$ cat config.mk
export PLATFORM = sky130hd
export DESIGN_NAME = axi_stream_packet_fifo_flat
export DESIGN_NICKNAME = d
export VERILOG_FILES = /design/src/rtl/axi_stream_pkg.sv /design/src/rtl/axi_stream_packet_fifo_if.sv /design/src/rtl/axi_stream_fifo_mem.sv /design/src/rtl/axi_stream_packet_fifo.sv /design/src/flat_wrapper.sv
export SDC_FILE = /design/constraint.sdc
export NUM_CORES = 1
export LEC_CHECK = 0
export CAP_MARGIN = 0
export CORE_MARGIN = 2
export CORE_UTILIZATION = 25
export DETAILED_ROUTE_END_ITERATION = 8
export GPL_ROUTABILITY_DRIVEN = 0
export MAX_ROUTING_LAYER = met4
export PLACE_DENSITY = 0.4
export SYNTH_ARGS = -nofsm -noshare
export SYNTH_HDL_FRONTEND = slang
export SYNTH_SLANG_ARGS = --single-unit
export TNS_END_PERCENT = 5
$ cat constraint.sdc
create_clock -name aclk -period 11.3 [get_ports aclk]
set_input_delay 2.26 -clock aclk [delete_from_list [all_inputs] [get_ports aclk]]
set_output_delay 2.26 -clock aclk [all_outputs]
set_load 0.02 [all_outputs]
$ cat src/rtl/axi_stream_pkg.sv
// Shared AXI4-Stream types and defaults for the stream buffering blocks.
package axi_stream_pkg;

    localparam int unsigned DEFAULT_DATA_WIDTH = 32;
    localparam int unsigned DEFAULT_DEPTH      = 16;

    // Legacy fixed-width beat type, still used by older blocks.
    typedef logic [31:0] data_t;

    // One stored FIFO entry at the default width: end-of-packet flag above the data.
    typedef struct packed {
        logic                          last;
        logic [DEFAULT_DATA_WIDTH-1:0] data;
    } entry_t;

    // Store-and-forward override: OPEN lets a packet drain before its TLAST arrives.
    typedef enum logic {
        REL_HOLD = 1'b0,
        REL_OPEN = 1'b1
    } rel_state_t;

endpackage

$ cat src/rtl/axi_stream_packet_fifo_if.sv
// One AXI4-Stream link; master drives payload/valid, slave drives ready.
interface axi_stream_packet_fifo_if
    import axi_stream_pkg::*;
#(
    parameter int unsigned DATA_WIDTH = DEFAULT_DATA_WIDTH
);
    logic [DATA_WIDTH-1:0] tdata;
    logic                  tlast;
    logic                  tvalid;
    logic                  tready;

    modport master (output tdata, output tlast, output tvalid, input tready);
    modport slave  (input tdata, input tlast, input tvalid, output tready);
endinterface

$ cat src/rtl/axi_stream_fifo_mem.sv
// Simple dual-port register array: synchronous write, asynchronous read, no reset.
module axi_stream_fifo_mem #(
    parameter int unsigned DEPTH = 16,
    parameter int unsigned WIDTH = 33
) (
    input  logic                     clk,
    input  logic                     we,
    input  logic [$clog2(DEPTH)-1:0] waddr,
    input  logic [WIDTH-1:0]         wdata,
    input  logic [$clog2(DEPTH)-1:0] raddr,
    output logic [WIDTH-1:0]         rdata
);
    logic [WIDTH-1:0] mem [DEPTH];

    // Storage write port.
    always_ff @(posedge clk) begin
        if (we) begin
            mem[waddr] <= wdata;
        end
    end

    assign rdata = mem[raddr];
endmodule

$ cat src/rtl/axi_stream_packet_fifo.sv
// First-word fall-through AXI4-Stream FIFO with optional store-and-forward packet mode.
module axi_stream_packet_fifo
    import axi_stream_pkg::*;
#(
    parameter int unsigned DATA_WIDTH  = DEFAULT_DATA_WIDTH,
    parameter int unsigned DEPTH       = DEFAULT_DEPTH,
    parameter int unsigned PACKET_MODE = 0
) (
    input  logic                       aclk,
    input  logic                       areset_n,
    axi_stream_packet_fifo_if.slave    s,
    axi_stream_packet_fifo_if.master   m,
    output logic [$clog2(DEPTH):0]     count,
    output logic [$clog2(DEPTH):0]     pkt_count,
    output logic                       oversize
);
    localparam int unsigned AW = $clog2(DEPTH);
    localparam int unsigned PW = AW + 1;
    localparam int unsigned EW = DATA_WIDTH + 1;

    logic [PW-1:0] wr_ptr;
    logic [PW-1:0] rd_ptr;
    logic [EW-1:0] rd_entry;
    logic          full;
    logic          empty;
    logic          wr_en;
    logic          rd_en;
    rel_state_t    rel_state;
    rel_state_t    rel_next;
    logic          set_oversize;

    assign full  = (wr_ptr[AW-1:0] == rd_ptr[AW-1:0]) && (wr_ptr[AW] != rd_ptr[AW]);
    assign empty = (wr_ptr == rd_ptr);
    assign count = wr_ptr - rd_ptr;

    assign s.tready = areset_n && !full;
    assign m.tvalid = !empty && ((PACKET_MODE == 0) || (pkt_count != '0) || (rel_state == REL_OPEN));
    assign m.tdata  = rd_entry[DATA_WIDTH-1:0];
    assign m.tlast  = rd_entry[DATA_WIDTH];

    assign wr_en = s.tvalid && s.tready;
    assign rd_en = m.tvalid && m.tready;

    axi_stream_fifo_mem #(
        .DEPTH (DEPTH),
        .WIDTH (EW)
    ) u_mem (
        .clk   (aclk),
        .we    (wr_en),
        .waddr (wr_ptr[AW-1:0]),
        .wdata ({s.tlast, s.tdata}),
        .raddr (rd_ptr[AW-1:0]),
        .rdata (rd_entry)
    );

    // Read/write pointer advance on handshakes.
    always_ff @(posedge aclk or negedge areset_n) begin
        if (!areset_n) begin
            wr_ptr <= '0;
            rd_ptr <= '0;
        end else begin
            if (wr_en) wr_ptr <= wr_ptr + PW'(1);
            if (rd_en) rd_ptr <= rd_ptr + PW'(1);
        end
    end

    // Count of stored TLAST beats, i.e. complete packets held.
    always_ff @(posedge aclk or negedge areset_n) begin
        if (!areset_n) begin
            pkt_count <= '0;
        end else begin
            unique case ({wr_en && s.tlast, rd_en && m.tlast})
                2'b10:   pkt_count <= pkt_count + PW'(1);
                2'b01:   pkt_count <= pkt_count - PW'(1);
                default: pkt_count <= pkt_count;
            endcase
        end
    end

    // Release state register.
    always_ff @(posedge aclk or negedge areset_n) begin
        if (!areset_n) begin
            rel_state <= REL_HOLD;
        end else begin
            rel_state <= rel_next;
        end
    end

    // Open the release when full with no complete packet (would deadlock); close on TLAST read.
    always_comb begin
        rel_next     = rel_state;
        set_oversize = 1'b0;
        case (rel_state)
            REL_HOLD: begin
                if ((PACKET_MODE != 0) && full && (pkt_count == '0)) begin
                    rel_next     = REL_OPEN;
                    set_oversize = 1'b1;
                end
            end
            REL_OPEN: begin
                if (rd_en && m.tlast) begin
                    rel_next = REL_HOLD;
                end
            end
            default: rel_next = REL_HOLD;
        endcase
    end

    // Sticky oversize flag, cleared only by reset.
    always_ff @(posedge aclk or negedge areset_n) begin
        if (!areset_n) begin
            oversize <= 1'b0;
        end else if (set_oversize) begin
            oversize <= 1'b1;
        end
    end
endmodule

$ cat src/flat_wrapper.sv
// flat-port wrapper written by rule: the top's interface ports become plain ports
module axi_stream_packet_fifo_flat import axi_stream_pkg::*;
#(
    parameter int unsigned DATA_WIDTH  = DEFAULT_DATA_WIDTH,
    parameter int unsigned DEPTH       = DEFAULT_DEPTH,
    parameter int unsigned PACKET_MODE = 0
)
  (aclk, areset_n, count, pkt_count, oversize, s_tdata, s_tlast, s_tvalid, s_tready, m_tdata, m_tlast, m_tvalid, m_tready);
  axi_stream_packet_fifo_if #(.DATA_WIDTH(DATA_WIDTH)) s_i ();
  axi_stream_packet_fifo_if #(.DATA_WIDTH(DATA_WIDTH)) m_i ();
  input  logic aclk;
  input  logic areset_n;
  output logic [$clog2(DEPTH):0] count;
  output logic [$clog2(DEPTH):0] pkt_count;
  output logic oversize;
  input wire logic [$bits(s_i.tdata)-1:0] s_tdata;
  input wire logic [$bits(s_i.tlast)-1:0] s_tlast;
  input wire logic [$bits(s_i.tvalid)-1:0] s_tvalid;
  output wire logic [$bits(s_i.tready)-1:0] s_tready;
  output wire logic [$bits(m_i.tdata)-1:0] m_tdata;
  output wire logic [$bits(m_i.tlast)-1:0] m_tlast;
  output wire logic [$bits(m_i.tvalid)-1:0] m_tvalid;
  input wire logic [$bits(m_i.tready)-1:0] m_tready;
  assign s_i.tdata = s_tdata;
  assign s_i.tlast = s_tlast;
  assign s_i.tvalid = s_tvalid;
  assign s_tready = s_i.tready;
  assign m_tdata = m_i.tdata;
  assign m_tlast = m_i.tlast;
  assign m_tvalid = m_i.tvalid;
  assign m_i.tready = m_tready;
  axi_stream_packet_fifo #(.DATA_WIDTH(DATA_WIDTH), .DEPTH(DEPTH), .PACKET_MODE(PACKET_MODE)) u_core (.aclk(aclk), .areset_n(areset_n), .s(s_i), .m(m_i), .count(count), .pkt_count(pkt_count), .oversize(oversize));
endmodule
# Word-level counts from Yosys, hierarchy flattened
# Memories as Yosys holds them, arrays and structs flattened.
# Cells that the tools add are included.
[op_classes] addsub=5 n_eq_ne=5 n_mux=3 reduce_logical=9
[op_table] operator="$add A5 B1 Y5 const B" n=3
[op_table] operator="$pmux W5 S2" n=1
[op_table] operator="$logic_and A1 B1 Y1" n=6
[op_table] operator="$eq A5 B5 Y1" n=1
[op_table] operator="$sub A5 B1 Y5 const B" n=1
[op_table] operator="$sub A5 B5 Y5" n=1
[op_table] operator="$eq A4 B4 Y1" n=1
[op_table] operator="$eq A2 B1 Y1 const B" n=1
[op_table] operator="$eq A2 B2 Y1 const B" n=1
[op_table] operator="$logic_not A1 Y1" n=2
[op_table] operator="$mux W1" n=2
[op_table] operator="$reduce_bool A2 Y1" n=1
[op_table] operator="$ne A1 B1 Y1" n=1
[totals] reg_bits=15 mem_bits_rw=528 in_bits=37 out_inout_bits=46 word_cells=26 memories=1
[memory_table] name="u_core.u_mem.mem" depth=16 word_bits=33 read_ports=1 rd_clocked_by_memory_dff=0 write_ports=1 line_no="axi_stream_fifo_mem.sv:13" rtl="logic [WIDTH-1:0] mem [DEPTH];"

# Logic depth before layout (Yosys ltp)
# Gate-level depths: netlist of run 1.
[depth] depth_word=8 depth_mapped=16 mapped_depth_nobuf=13

# By module
# Synthesis of run 1 repeated with hierarchy kept, for this count alone.
[unflattened] cells_unflattened=922 hier_area_um2=20930.1
[by_module_without_submodules] mod="axi_stream_fifo_mem" n_inst=1 cells_each=831 area_each_um2=19970.4
[by_module_without_submodules] mod="axi_stream_packet_fifo" n_inst=1 cells_each=91 area_each_um2=959.7

# Least setup slack after synthesis of run 1
# No wires, ideal clock.
[synth_path] path_type="input to register" startpoint="input areset_n" endpoint="memory u_core.u_mem.mem[0][0] (enable)" setup_ns=0.464 arrival_time_ns=4.922 path_slack_ns=5.913 stages=4 n_path_buf=1 cell_sequence="o211a_1 -> buf_2 -> nand2_1 -> nor3_1"
[synth_between] elab_chain_cells=4
[synth_rtl] element="start: declaration" line_no="flat_wrapper.sv:12" rtl="input logic areset_n;"
[synth_rtl] element="$logic_and A1 B1 Y1" line_no="axi_stream_packet_fifo.sv:36" rtl="assign s.tready = areset_n && !full;"
[synth_rtl] element="$logic_and A1 B1 Y1" line_no="axi_stream_packet_fifo.sv:41" rtl="assign wr_en = s.tvalid && s.tready;"
[synth_rtl] element="$mux W1" line_no="axi_stream_fifo_mem.sv:17" rtl="if (we) begin"
[synth_rtl] element="$mux W1 (implied by the code)" line_no="axi_stream_fifo_mem.sv:18" rtl="mem[waddr] <= wdata;"
[synth_rtl] element="end: declaration" line_no="axi_stream_fifo_mem.sv:13"
# No other way between the ends.

# Final worst setup path of run 1
[layout_path] startpoint="input areset_n" endpoint="output s_tready"
[layout_between] elab_chain_cells=1
[layout_rtl] element="$logic_and A1 B1 Y1" line_no="axi_stream_packet_fifo.sv:36"
[layout_rtl] element="end: declaration" line_no="flat_wrapper.sv:19" rtl="output wire logic [$bits(s_i.tready)-1:0] s_tready;"
# No other way between the ends.

==> implementation parameters, run 1 <==
Parameter                              Value

Run status
  Result of the run    finished, final reports clean

Synth
  Largest cells by area after synthesis    sky130_fd_sc_hd__edfxtp_1 (75%), sky130_fd_sc_hd__mux4_2 (9.1%), sky130_fd_sc_hd__mux4_1 (5.7%)
  Number of different library cells in the post-synthesis netlist    41
  Syn Std Cell Area    21,200 sq um
  Cell with the most instances after synthesis    sky130_fd_sc_hd__edfxtp_1
  Number of enable flip-flop cells after synthesis    528
  Async SR Flop Fraction    0.0276
  Most common library cells after synthesis    sky130_fd_sc_hd__edfxtp_1 (528), sky130_fd_sc_hd__mux4_2 (86), sky130_fd_sc_hd__nand2_1 (48)
  Leading area contributor after synthesis    sky130_fd_sc_hd__edfxtp_1
  Leading register cell type out of synthesis    sky130_fd_sc_hd__edfxtp_1
  Synthesized net count    986
  Average footprint of a synthesized cell    22.7 sq um
  Share of the synthesized area in the top cell type    0.748
  Warnings from Yosys    0
  Register bit total from synthesis    543
  Gate Count Post-Synth    934
  Portion of the post-synthesis area used by sequential elements    0.765

Clocking
  Clock root buffer    sky130_fd_sc_hd__clkbuf_16
  Clock-pin slew reported for the worst setup and hold paths after clock tree synthesis    0.06 ns
  Total of hold buffers inserted after clock tree synthesis    0
  CTS H-tree depth    2
  Clock latency of the later-clocked register in the worst-skew pair    0.61 ns
  Sinks on the clock net    543
  Setup Buffers After CTS    0
  TritonCTS clock tree    built
  Number of buffers added by the clock tree synthesis step    57
  Post-cts gate resize count    0
  Clock tree buffer depth    3

Floorplanning
  Die span in x    295 um
  Top-level I/O count    83
  Initial Util    0.253
  Placement Rows    106
  Floorplan die height    295 um
  DIE AREA    87,200 sq um
  Area of the core region    83,800 sq um

Hold path
  Hold_sp    u_core.wr_ptr[4]$_DFFE_PN0P_
  Hold WC Path Type    reg2reg
  Number of instances on the worst hold path    1
  Worst hold endpoint    u_core.wr_ptr[4]$_DFFE_PN0P_

Finish
  Layout cells sized above 1    0.208
  Number of nets at the end of the flow    1,106
  Area added between synthesis and finish    18.8%

Worst setup path
  Critical Path Sink Type    primary output
  Worst reg2reg endpoint    u_core.pkt_count[4]$_DFFE_PN0P_
  Cells traversed along the worst timing path    clkdlybuf4s50_1 -> o21a_1 -> clkdlybuf4s50_1
  Path depth of the worst reg2reg path    11
  CP Buf/Inv Count    2
  Top cell by count, worst path    sky130_fd_sc_hd__clkdlybuf4s50_1
  Startpoint of the most critical setup path    areset_n
  Arrival time at the worst endpoint    4.10 ns
  Worst-path cell with the longest stage delay    sky130_fd_sc_hd__clkdlybuf4s50_1
  Required time worst endpoint    9.04 ns
  Crit path launch type    input port
  Launch instance of the worst register-to-register path    u_core.rd_ptr[0]$_DFFE_PN0P_
  Worst setup path class    in2out
  Flop-to-flop setup slack    6.90 ns
  Critical path's top delay family    buffers and inverters
  Critical Path Fanout Max    18
  Delay contributed by the slowest stage of the critical path    1.01 ns

Flow run
  Maxcap violations    0

Drt
  Average vias per placed instance    4.32
  Initial DRC Count    702
  Detailed-router iteration count before antenna repair    5
  Post-DRT Antenna Nets    0
  Post-Route WL    53,000 um
  Vias    9,675
  WL/cell    23.7 um
  Remaining design rule violation count    0

Timing
  RSZ-0062 raised after global routing    no
  Final total negative setup slack    0 ns
  Setup violation total in the final timing report    0
  Headroom to the max-slew limit    0.276
  Fin crit period    6.36 ns
  Layout Skew    0.0123 ns
  Final critical-path share of the clock period    0.563
  Measured slew at the worst slew-check pin    1.09 ns
  Final hold viol count    0
  Max-slew violation count    0
  Maximum achievable frequency    157 MHz

GRT
  Maximum number of pins on one net before global-route repair    94
  Vias in the first global route    10.3k
  Number of antenna violations at the first check in global routing    5
  Wire length of the first global-routing pass    76,000 um
  GRT Util Overall    0.126
  Remaining global-route overflow    0

Pwr
  Worst IR Drop VDD    0.121 mV
  Power density relative to cell area    250 nW/um^2
  Post-layout power    6.29 mW
  Static leakage    7.89 nW

Place
  Detailed-placement wirelength estimate    26,500 um
  I/O Buffers    81
[metal layers]
metal  track usage  vias to the layer above  part of all wire
met5             -                        -                 0
met4        0.0267                        0             0.017
met3        0.0248                       65             0.040
met2         0.212                      166              0.51
met1         0.158                     5223              0.44
li1              -                     4221                 -
[state kept, by name, summed over array words and instances (netlist names)]
signal and count:
u_core.pkt_count 5, u_core.u_mem.mem 528, u_core.rd_ptr 5, u_core.wr_ptr 5
[cell type report]
cell class	instances	area, sq um
multi-input cells	331	4710
clock inverters	27	205
inverters	13	48.8
diodes	5	12.5
clock buffers	77	1540
flip-flops and latches	543	16200
fillers	8209	58600
repair buffers	108	1030
well taps	1134	1420
[worst max path at each step]
| stage | endpoint | slack (ns) | cells after the start |
|---|---|---|---|
| 5_1_grt | m_tdata[20] | 4.70 | 5 |
| 3_5_place_dp | s_tready | 4.87 | 3 |
| 2_1_floorplan | u_core.u_mem.mem[0][0]$_DFFE_PP_ | 5.91 | 4 |
| 6_report | s_tready | 4.94 | 3 |
| 3_3_place_gp | s_tready | 4.93 | 3 |
| 4_1_cts | m_tdata[10] | 4.85 | 5 |
[report_power, final]
part           total [mW]  internal [mW]  switching (mW)
Clock                1.79           1.02           0.765
Sequential           2.47           2.34           0.130
Combinational        2.04          0.919            1.12
[per-stage QoR]
step	util	setup slack [ns]	cells	instance area (sq um)	hold WS, ns
final	0.301	4.94	2238	25200	0.517
after global routing	0.301	4.70	2238	25200	0.553
after global placement	0.280	4.93	2129	23400	0.508
after CTS	0.301	4.85	2233	25200	0.522
after floorplan	-	5.91	934	21200	0.492
after detailed placement	0.280	4.87	2129	23400	0.510
[cells by family (layout without fill, tap and decap cells)]
logic type,after synthesis,in the layout,share of synthesized area
DFF,543,543,0.765
muxes,133,133,0.149
AOI/OAI and AO/OA,87,87,0.0347
and+or+nand+nor,80,80,0.0157
buffers and inverters,60,225,0.0192
adders and majority gates,15,15,0.00956
xor gates and xnor gates,15,15,0.00655
other,1,6,0.000177
[layout by cell type, fill, tap and decap left out, types with 16 or more instances in the layout]
cell type / instances
sky130_fd_sc_hd__a22oi_1: 44
sky130_fd_sc_hd__mux4_2: 86
sky130_fd_sc_hd__clkdlybuf4s50_1: 81
sky130_fd_sc_hd__nand2_1: 48
sky130_fd_sc_hd__mux4_1: 46
sky130_fd_sc_hd__buf_4: 26
sky130_fd_sc_hd__a22oi_2: 20
sky130_fd_sc_hd__clkbuf_16: 59
sky130_fd_sc_hd__clkbuf_1: 18
sky130_fd_sc_hd__edfxtp_1: 528
sky130_fd_sc_hd__nor2_4: 16
Note: power is estimated with default switching activity, not from simulation.
==> run 2, diff against run 1 <==
--- a/config.mk
+++ b/config.mk
@@ -11,7 +11,7 @@
 export DETAILED_ROUTE_END_ITERATION = 8
 export GPL_ROUTABILITY_DRIVEN = 0
 export MAX_ROUTING_LAYER = met4
-export PLACE_DENSITY = 0.4
+export PLACE_DENSITY = 0.41
 export SYNTH_ARGS = -nofsm -noshare
 export SYNTH_HDL_FRONTEND = slang
 export SYNTH_SLANG_ARGS = --single-unit
==> constraint.sdc (replaced) <==
create_clock -name aclk -period 5.53 [get_ports aclk]
set_input_delay 1.106 -clock aclk [delete_from_list [all_inputs] [get_ports aclk]]
set_output_delay 1.106 -clock aclk [all_outputs]
set_load 0.02 [all_outputs]
==> implementation parameters, run 2 (synthesized netlist as in run 1, its figures left out) <==
Parameter                              Value

Finish
  Count of fill cells added during filler insertion    8,141 (-0.83%)
  Area added between synthesis and finish    19.7%
  Number of nets at the end of the flow    1,123 (+1.5%)
  Most common cell after layout, fill and taps aside    sky130_fd_sc_hd__edfxtp_1
  Register name with the most flops    u_core.u_mem.mem
  Cell Count, Final, Fillers Out    2,255 (+0.76%)
  Leading cell types in the layout, fill and taps excluded    sky130_fd_sc_hd__edfxtp_1 (528), sky130_fd_sc_hd__mux4_2 (86), sky130_fd_sc_hd__clkdlybuf4s50_1 (81)
  Layout cells sized above 1    0.226 (+0.0175)
  Area of all placed cells without fillers    25,400 sq um (+0.72%)
  Max reg flops    528 (unchanged)

Worst setup path
  Required time worst endpoint    4.42 ns (-4.62 ns)
  Arrival time at the worst endpoint    3.52 ns (-0.58 ns)
  Worst-path cell with the longest stage delay    sky130_fd_sc_hd__dfrtp_4
  Delay contributed by the slowest stage of the critical path    0.92 ns (-0.09 ns)
  Critical path's top delay family    buffers and inverters
  Cells traversed along the worst timing path    buf_4 -> mux4_1 -> a22oi_2 -> nand2_1 -> clkdlybuf4s50_1
  Critical Path Sink Type    primary output
  Crit path launch type    register
  Worst setup path class    reg2out
  CP Buf/Inv Count    2 (unchanged)
  Critical Path Fanout Max    36 (+18)

Floorplanning
  Top-level I/O count    83 (unchanged)
  Floorplan die height    295 um (unchanged)
  Initial Util    0.253 (unchanged)
  Placement Rows    106 (unchanged)
  Area of the core region    83,800 sq um (unchanged)
  Die span in x    295 um (unchanged)
  DIE AREA    87,200 sq um (unchanged)

Drt
  Initial DRC Count    724 (+3.1%)
  Post-Route WL    52,100 um (-1.8%)
  Post-DRT Antenna Nets    0 (unchanged)
  Average vias per placed instance    4.31 (-0.28%)
  Remaining design rule violation count    0 (unchanged)
  WL/cell    23.1 um (-2.5%)
  Detailed-router iteration count before antenna repair    5 (unchanged)
  Vias    9,721 (+0.48%)

GRT
  Maximum number of pins on one net before global-route repair    39 (-59%)
  GRT Util Overall    0.124 (-0.00195)
  Vias in the first global route    10.6k (+2.6%)
  Number of antenna violations at the first check in global routing    1 (-4)
  Remaining global-route overflow    0 (unchanged)
  Wire length of the first global-routing pass    76,300 um (+0.38%)

Timing
  Maximum achievable frequency    216 MHz
  Layout Skew    0.0202 ns (+0.00792 ns)
  Final hold viol count    0 (unchanged)
  Max-slew violation count    0 (unchanged)
  Headroom to the max-slew limit    0.349 (+0.0730)
  Measured slew at the worst slew-check pin    0.974 ns (-0.111 ns)
  RSZ-0062 raised after global routing    no
  Post-route worst hold slack    0.529 ns (+0.0117 ns)
  Fin crit period    4.63 ns
  Final critical-path share of the clock period    0.837
  Setup violation total in the final timing report    0 (unchanged)
  Final total negative setup slack    0 ns (unchanged)

Clocking
  TritonCTS clock tree    built
  CTS H-tree depth    2 (unchanged)
  Clock latency of the later-clocked register in the worst-skew pair    0.63 ns (+0.02 ns)
  Setup Buffers After CTS    0 (unchanged)
  Number of buffers added by the clock tree synthesis step    58 (+1.8%)
  Clock-pin slew reported for the worst setup and hold paths after clock tree synthesis    0.06 ns (about the same)
  Clock tree buffer depth    3 (unchanged)
  Clock root buffer    sky130_fd_sc_hd__clkbuf_16
  Post-cts gate resize count    0 (unchanged)
  Total of hold buffers inserted after clock tree synthesis    0 (unchanged)
  Sinks on the clock net    543 (unchanged)

Place
  Detailed-placement wirelength estimate    30,400 um (+15%)
  Placed Instances    2,145 (+0.75%)
  I/O Buffers    81 (unchanged)
  Placed instance area    23,600 sq um (+0.83%)

Run status
  Result of the run    finished, final reports clean

Pwr
  Worst IR Drop VDD    0.241 mV (+99%)
  Power density relative to cell area    510 nW/um^2 (+100%)
  Switching power as a share of total power    0.327 (+0.00631)
  Net switching power    4.23 mW (+110%)
  Static leakage    8.00 nW (+1.4%)
  Combinational share of power    0.332 (+0.008)
  Post-layout power    12.9 mW (+110%)
  Clock power share    0.278 (-0.006)
  Sequential share of power    0.390 (-0.002)
  Power Internal    8.71 mW (+100%)

Hold path
  Hold WC Path Type    reg2reg

Flow run
  Maxcap violations    0 (unchanged)
==> run 2: changes by cell type in the layout (fill, tap and decap cells not counted), moves of 2 or more <==
| cell | change |
|---|---|
| sky130_fd_sc_hd__clkbuf_1 | -6 |
| sky130_fd_sc_hd__buf_12 | +6 |
| sky130_fd_sc_hd__clkinvlp_4 | +2 |
| sky130_fd_sc_hd__clkinv_1 | +3 |
| sky130_fd_sc_hd__diode_2 | -4 |
| sky130_fd_sc_hd__buf_4 | +10 |
| sky130_fd_sc_hd__bufinv_16 | -2 |
| sky130_fd_sc_hd__clkinv_2 | +9 |
==> run 2: per-stage QoR <==
step	worst slack [ns]	util
floorplan	0.993	-
global placement	1.45	0.282
detailed placement	1.41	0.282
CTS	0.780	0.303
global route	0.726	0.303
finish	0.900	0.303
==> run 2: layout make-up <==
| cell class | count | area [sq um] | share of cell area |
|---|---|---|---|
| Antenna cell | 1 | 2.50 | 0.0000986 |
| Clock buffer | 70 | 1500 | 0.0590 |
| Clock inverter | 39 | 249 | 0.00981 |
| Inverter | 13 | 48.8 | 0.00192 |
| Multi-Input combinational cell | 331 | 4710 | 0.186 |
| Sequential cell | 543 | 16200 | 0.640 |
| Tap cell | 1134 | 1420 | 0.0559 |
| Timing Repair Buffer | 124 | 1220 | 0.0481 |
==> run 2: worst paths after layout <==
path                                              startpoint  slack (ns)  depth (start not counted)                               to
worst max-delay path            u_core.rd_ptr[0]$_DFFE_PN0P_        0.90                          5                      m_tdata[19]
min in group asynchronous                           areset_n        0.81                          1     u_core.wr_ptr[4]$_DFFE_PN0P_
worst max register to register  u_core.rd_ptr[1]$_DFFE_PN0P_        1.88                         11  u_core.pkt_count[4]$_DFFE_PN0P_
max in group asynchronous                           areset_n        4.21                          2     u_core.rd_ptr[0]$_DFFE_PN0P_
worst min register to register  u_core.wr_ptr[4]$_DFFE_PN0P_        0.53                          1     u_core.wr_ptr[4]$_DFFE_PN0P_
worst min-delay path            u_core.wr_ptr[4]$_DFFE_PN0P_        0.53                          1     u_core.wr_ptr[4]$_DFFE_PN0P_
==> run 2: routing by layer <==
layer | share of wire | vias up | GRT usage
met5 | 0 | - | -
met4 | 0.017 | 0 | 0.0282
met3 | 0.029 | 66 | 0.0196
met2 | 0.51 | 145 | 0.208
met1 | 0.45 | 5258 | 0.159
li1 | - | 4252 | -
==> run 2: power by group through the flow <==
stage / Clock (mW) / Sequential (mW) / Combinational (mW)
floorplan: 0 / 4.96 / 2.84
global placement: 0 / 5.15 / 4.46
detailed placement: 0 / 5.15 / 4.45
CTS: 3.72 / 5.07 / 4.47
global route: 3.86 / 5.09 / 4.65
finish: 3.59 / 5.05 / 4.30
==> run 2: worst reg2reg max path, stage by stage, from the launching register on <==
cell	delay [ns]
sky130_fd_sc_hd__dfrtp_4	0.86
sky130_fd_sc_hd__inv_1	0.13
sky130_fd_sc_hd__ha_1	0.34
sky130_fd_sc_hd__nand4_1	0.18
sky130_fd_sc_hd__o211a_1	0.36
sky130_fd_sc_hd__nand2_1	0.12
sky130_fd_sc_hd__ha_1	0.33
sky130_fd_sc_hd__ha_1	0.32
sky130_fd_sc_hd__nor2b_1	0.16
sky130_fd_sc_hd__o21a_1	0.20
sky130_fd_sc_hd__o311ai_0	0.33
sky130_fd_sc_hd__o311ai_0	0.18
==> edit: new RTL, settings of run 2 <==
`PACKET_MODE` is set to 0 in 2 places; all go to 1.
--- a/src/rtl/axi_stream_packet_fifo.sv
+++ b/src/rtl/axi_stream_packet_fifo.sv
@@ -4,7 +4,7 @@
 #(
     parameter int unsigned DATA_WIDTH  = DEFAULT_DATA_WIDTH,
     parameter int unsigned DEPTH       = DEFAULT_DEPTH,
-    parameter int unsigned PACKET_MODE = 0
+    parameter int unsigned PACKET_MODE = 1
 ) (
     input  logic                       aclk,
     input  logic                       areset_n,
--- a/src/flat_wrapper.sv
+++ b/src/flat_wrapper.sv
@@ -3,7 +3,7 @@
 #(
     parameter int unsigned DATA_WIDTH  = DEFAULT_DATA_WIDTH,
     parameter int unsigned DEPTH       = DEFAULT_DEPTH,
-    parameter int unsigned PACKET_MODE = 0
+    parameter int unsigned PACKET_MODE = 1
 )
   (aclk, areset_n, count, pkt_count, oversize, s_tdata, s_tlast, s_tvalid, s_tready, m_tdata, m_tlast, m_tvalid, m_tready);
   axi_stream_packet_fifo_if #(.DATA_WIDTH(DATA_WIDTH)) s_i ();
Check against the original RTL: not equivalent (a bounded check fails within 4 cycles, from zero or initial values and one cycle with areset_n low).
==> edit against run 2 <==
Total power is 6.0% higher; first-iteration DRC count is 17% lower; worst setup slack worse by 0.11 ns; sequential cell count is 2 higher; routed wire length is 7.0% higher; synthesized area is 0.22% higher; synthesized cell count is 11% higher; sequential power hardly changed; maximum frequency is 2.4% lower; count of clock-buffer cells in the layout is 13 higher; die area is 0.22% higher; design area is 1.5% higher; critical endpoint is now m_tdata[17]; largest cell class unchanged; largest power group unchanged; highest routed layer unchanged.
==> edit: results (changes against run 2) <==
\begin{tabular}{lr}
\hline
Metric & Value \\
\hline
\multicolumn{2}{l}{\textbf{Status}} \\
Outcome & completed \\
\multicolumn{2}{l}{\textbf{Global route}} \\
Wire length of the first global-routing pass & 80.0 mm (+4.8\%) \\
Vias in the first global route & 10.8k (+1.6\%) \\
Number of antenna violations at the first check in global routing & 3 (+2) \\
All-layer global routing usage & 13.3\% (+0.83 points) \\
Pin count of the biggest net entering global routing & 104 (+170\%) \\
\multicolumn{2}{l}{\textbf{Layout}} \\
Final-stage net count & 1221 (+8.7\%) \\
Fraction of final layout cells with drive strength greater than 1 & 23.2\% (+0.63 points) \\
Filler instances & 8151 (+0.12\%) \\
\multicolumn{2}{l}{\textbf{Synth}} \\
Biggest area contributors in the synthesized netlist & sky130\_fd\_sc\_hd\_\_edfxtp\_1, sky130\_fd\_sc\_hd\_\_mux4\_2, sky130\_fd\_sc\_hd\_\_nand2\_1 \\
Seq/Total Area, Yosys & 76.6\% (about the same) \\
Top cell types by occurrence after synthesis & sky130\_fd\_sc\_hd\_\_edfxtp\_1, sky130\_fd\_sc\_hd\_\_nand2\_1, sky130\_fd\_sc\_hd\_\_mux4\_2 \\
Number of standard cells after synthesis & 1037 (+11\%) \\
Net count of the mapped netlist & 1089 (+10\%) \\
Async S/R FF share, synth & 3.12\% (+0.36 points) \\
\multicolumn{2}{l}{\textbf{Critical path}} \\
Largest fanout on the critical path & 26 (-28\%) \\
Slowest stage delay, CP & 0.73 ns (-0.19 ns) \\
Worst path slowest cell & sky130\_fd\_sc\_hd\_\_clkdlybuf4s50\_1 \\
Critical path data arrival time & 3.64 ns (+0.12 ns) \\
\multicolumn{2}{l}{\textbf{Drt}} \\
First-pass detailed-route iteration total & 4 (-1) \\
DR iter-0 viols & 603 (-17\%) \\
Average via count per standard cell & 4.38 (+1.6\%) \\
Number of vias in the routed layout & 10.3k (+6.1\%) \\
Post-detailed-routing wire length & 55.8 mm (+7.0\%) \\
\multicolumn{2}{l}{\textbf{CTS}} \\
Clock latency reported for the late side of the worst-skew pair & 0.60 ns (-0.03 ns) \\
Number of levels the H-tree was split into & 3 (+1) \\
CTS buffer count & 66 (+14\%) \\
\multicolumn{2}{l}{\textbf{STA}} \\
Worst slew margin & 40.7\% (+5.8 points) \\
\multicolumn{2}{l}{\textbf{Placed design}} \\
Post-detailed-placement cell area & 23600 um2 (-0.11\%) \\
Place WS & 1.42 ns (+0.0125 ns) \\
Placed wire-length estimate after detailed placement & 30.5 mm (+0.59\%) \\
Number of buffers added on ports & 82 (+1.2\%) \\
\multicolumn{2}{l}{\textbf{Power and ir drop}} \\
Largest vdd supply drop & 0.292 mV (+21\%) \\
Leakage & 8.25 nW (+3.2\%) \\
\hline
\end{tabular}
[edit: changes by cell type after synthesis, sizes merged, moves of 6 or more]
cell,run 2,this run
a22oi,64,1
a31oi,0,33
and2,0,19
and3,1,34
buf,32,38
nand2,48,138
nor2,17,4
[edit: power by group]
group	switching, W	internal [W]
Combinational	0.00245	0.00197
Sequential	0.000237	0.00480
Clock	0.00171	0.00255
[edit: layout make-up]
class | count | area, um2 | area share [%]
clock inverters | 35 | 343 | 1.33
flip-flops and latches | 545 | 16300 | 63.3
diodes | 2 | 5.00 | 0.0194
repair buffers | 117 | 1230 | 4.79
multi-input cells | 425 | 4610 | 17.9
clock buffers | 83 | 1800 | 6.99
inverters | 14 | 52.6 | 0.204
well taps | 1134 | 1420 | 5.51
[edit: cells by family after synthesis]
kind of cell / Yosys count / synth area share, %
multiplexers: 134 / 14.0
XOR/XNOR: 16 / 0.659
buffers and inverters: 67 / 1.80
AO/OA/AOI/OAI: 51 / 1.50
flip-flops: 545 / 76.6
AND/OR/NAND/NOR: 209 / 4.47
adder cells (fa/ha/maj): 15 / 0.954
[edit: worst paths after layout]
| path | startpoint | end | slack (ns) | cells past startpoint |
|---|---|---|---|---|
| worst max register to register | u_core.rd_ptr[2] | u_core.pkt_count[4] | 1.42 | 14 |
| worst max-delay path | u_core.rd_ptr[2] | m_tdata[17] | 0.79 | 5 |
| worst min-delay path | u_core.oversize | u_core.oversize | 0.47 | 1 |
| max in group asynchronous | areset_n | u_core.rd_ptr[0] | 4.12 | 2 |
| worst min register to register | u_core.oversize | u_core.oversize | 0.47 | 1 |
| min in group asynchronous | areset_n | u_core.pkt_count[4] | 0.86 | 1 |
[edit: routing by layer]
layer  GRT usage (%)  wire length (um)
met5               -                 0
met3            2.26              1980
met1            17.9             26000
met2            20.8             26700
met4            3.55              1040
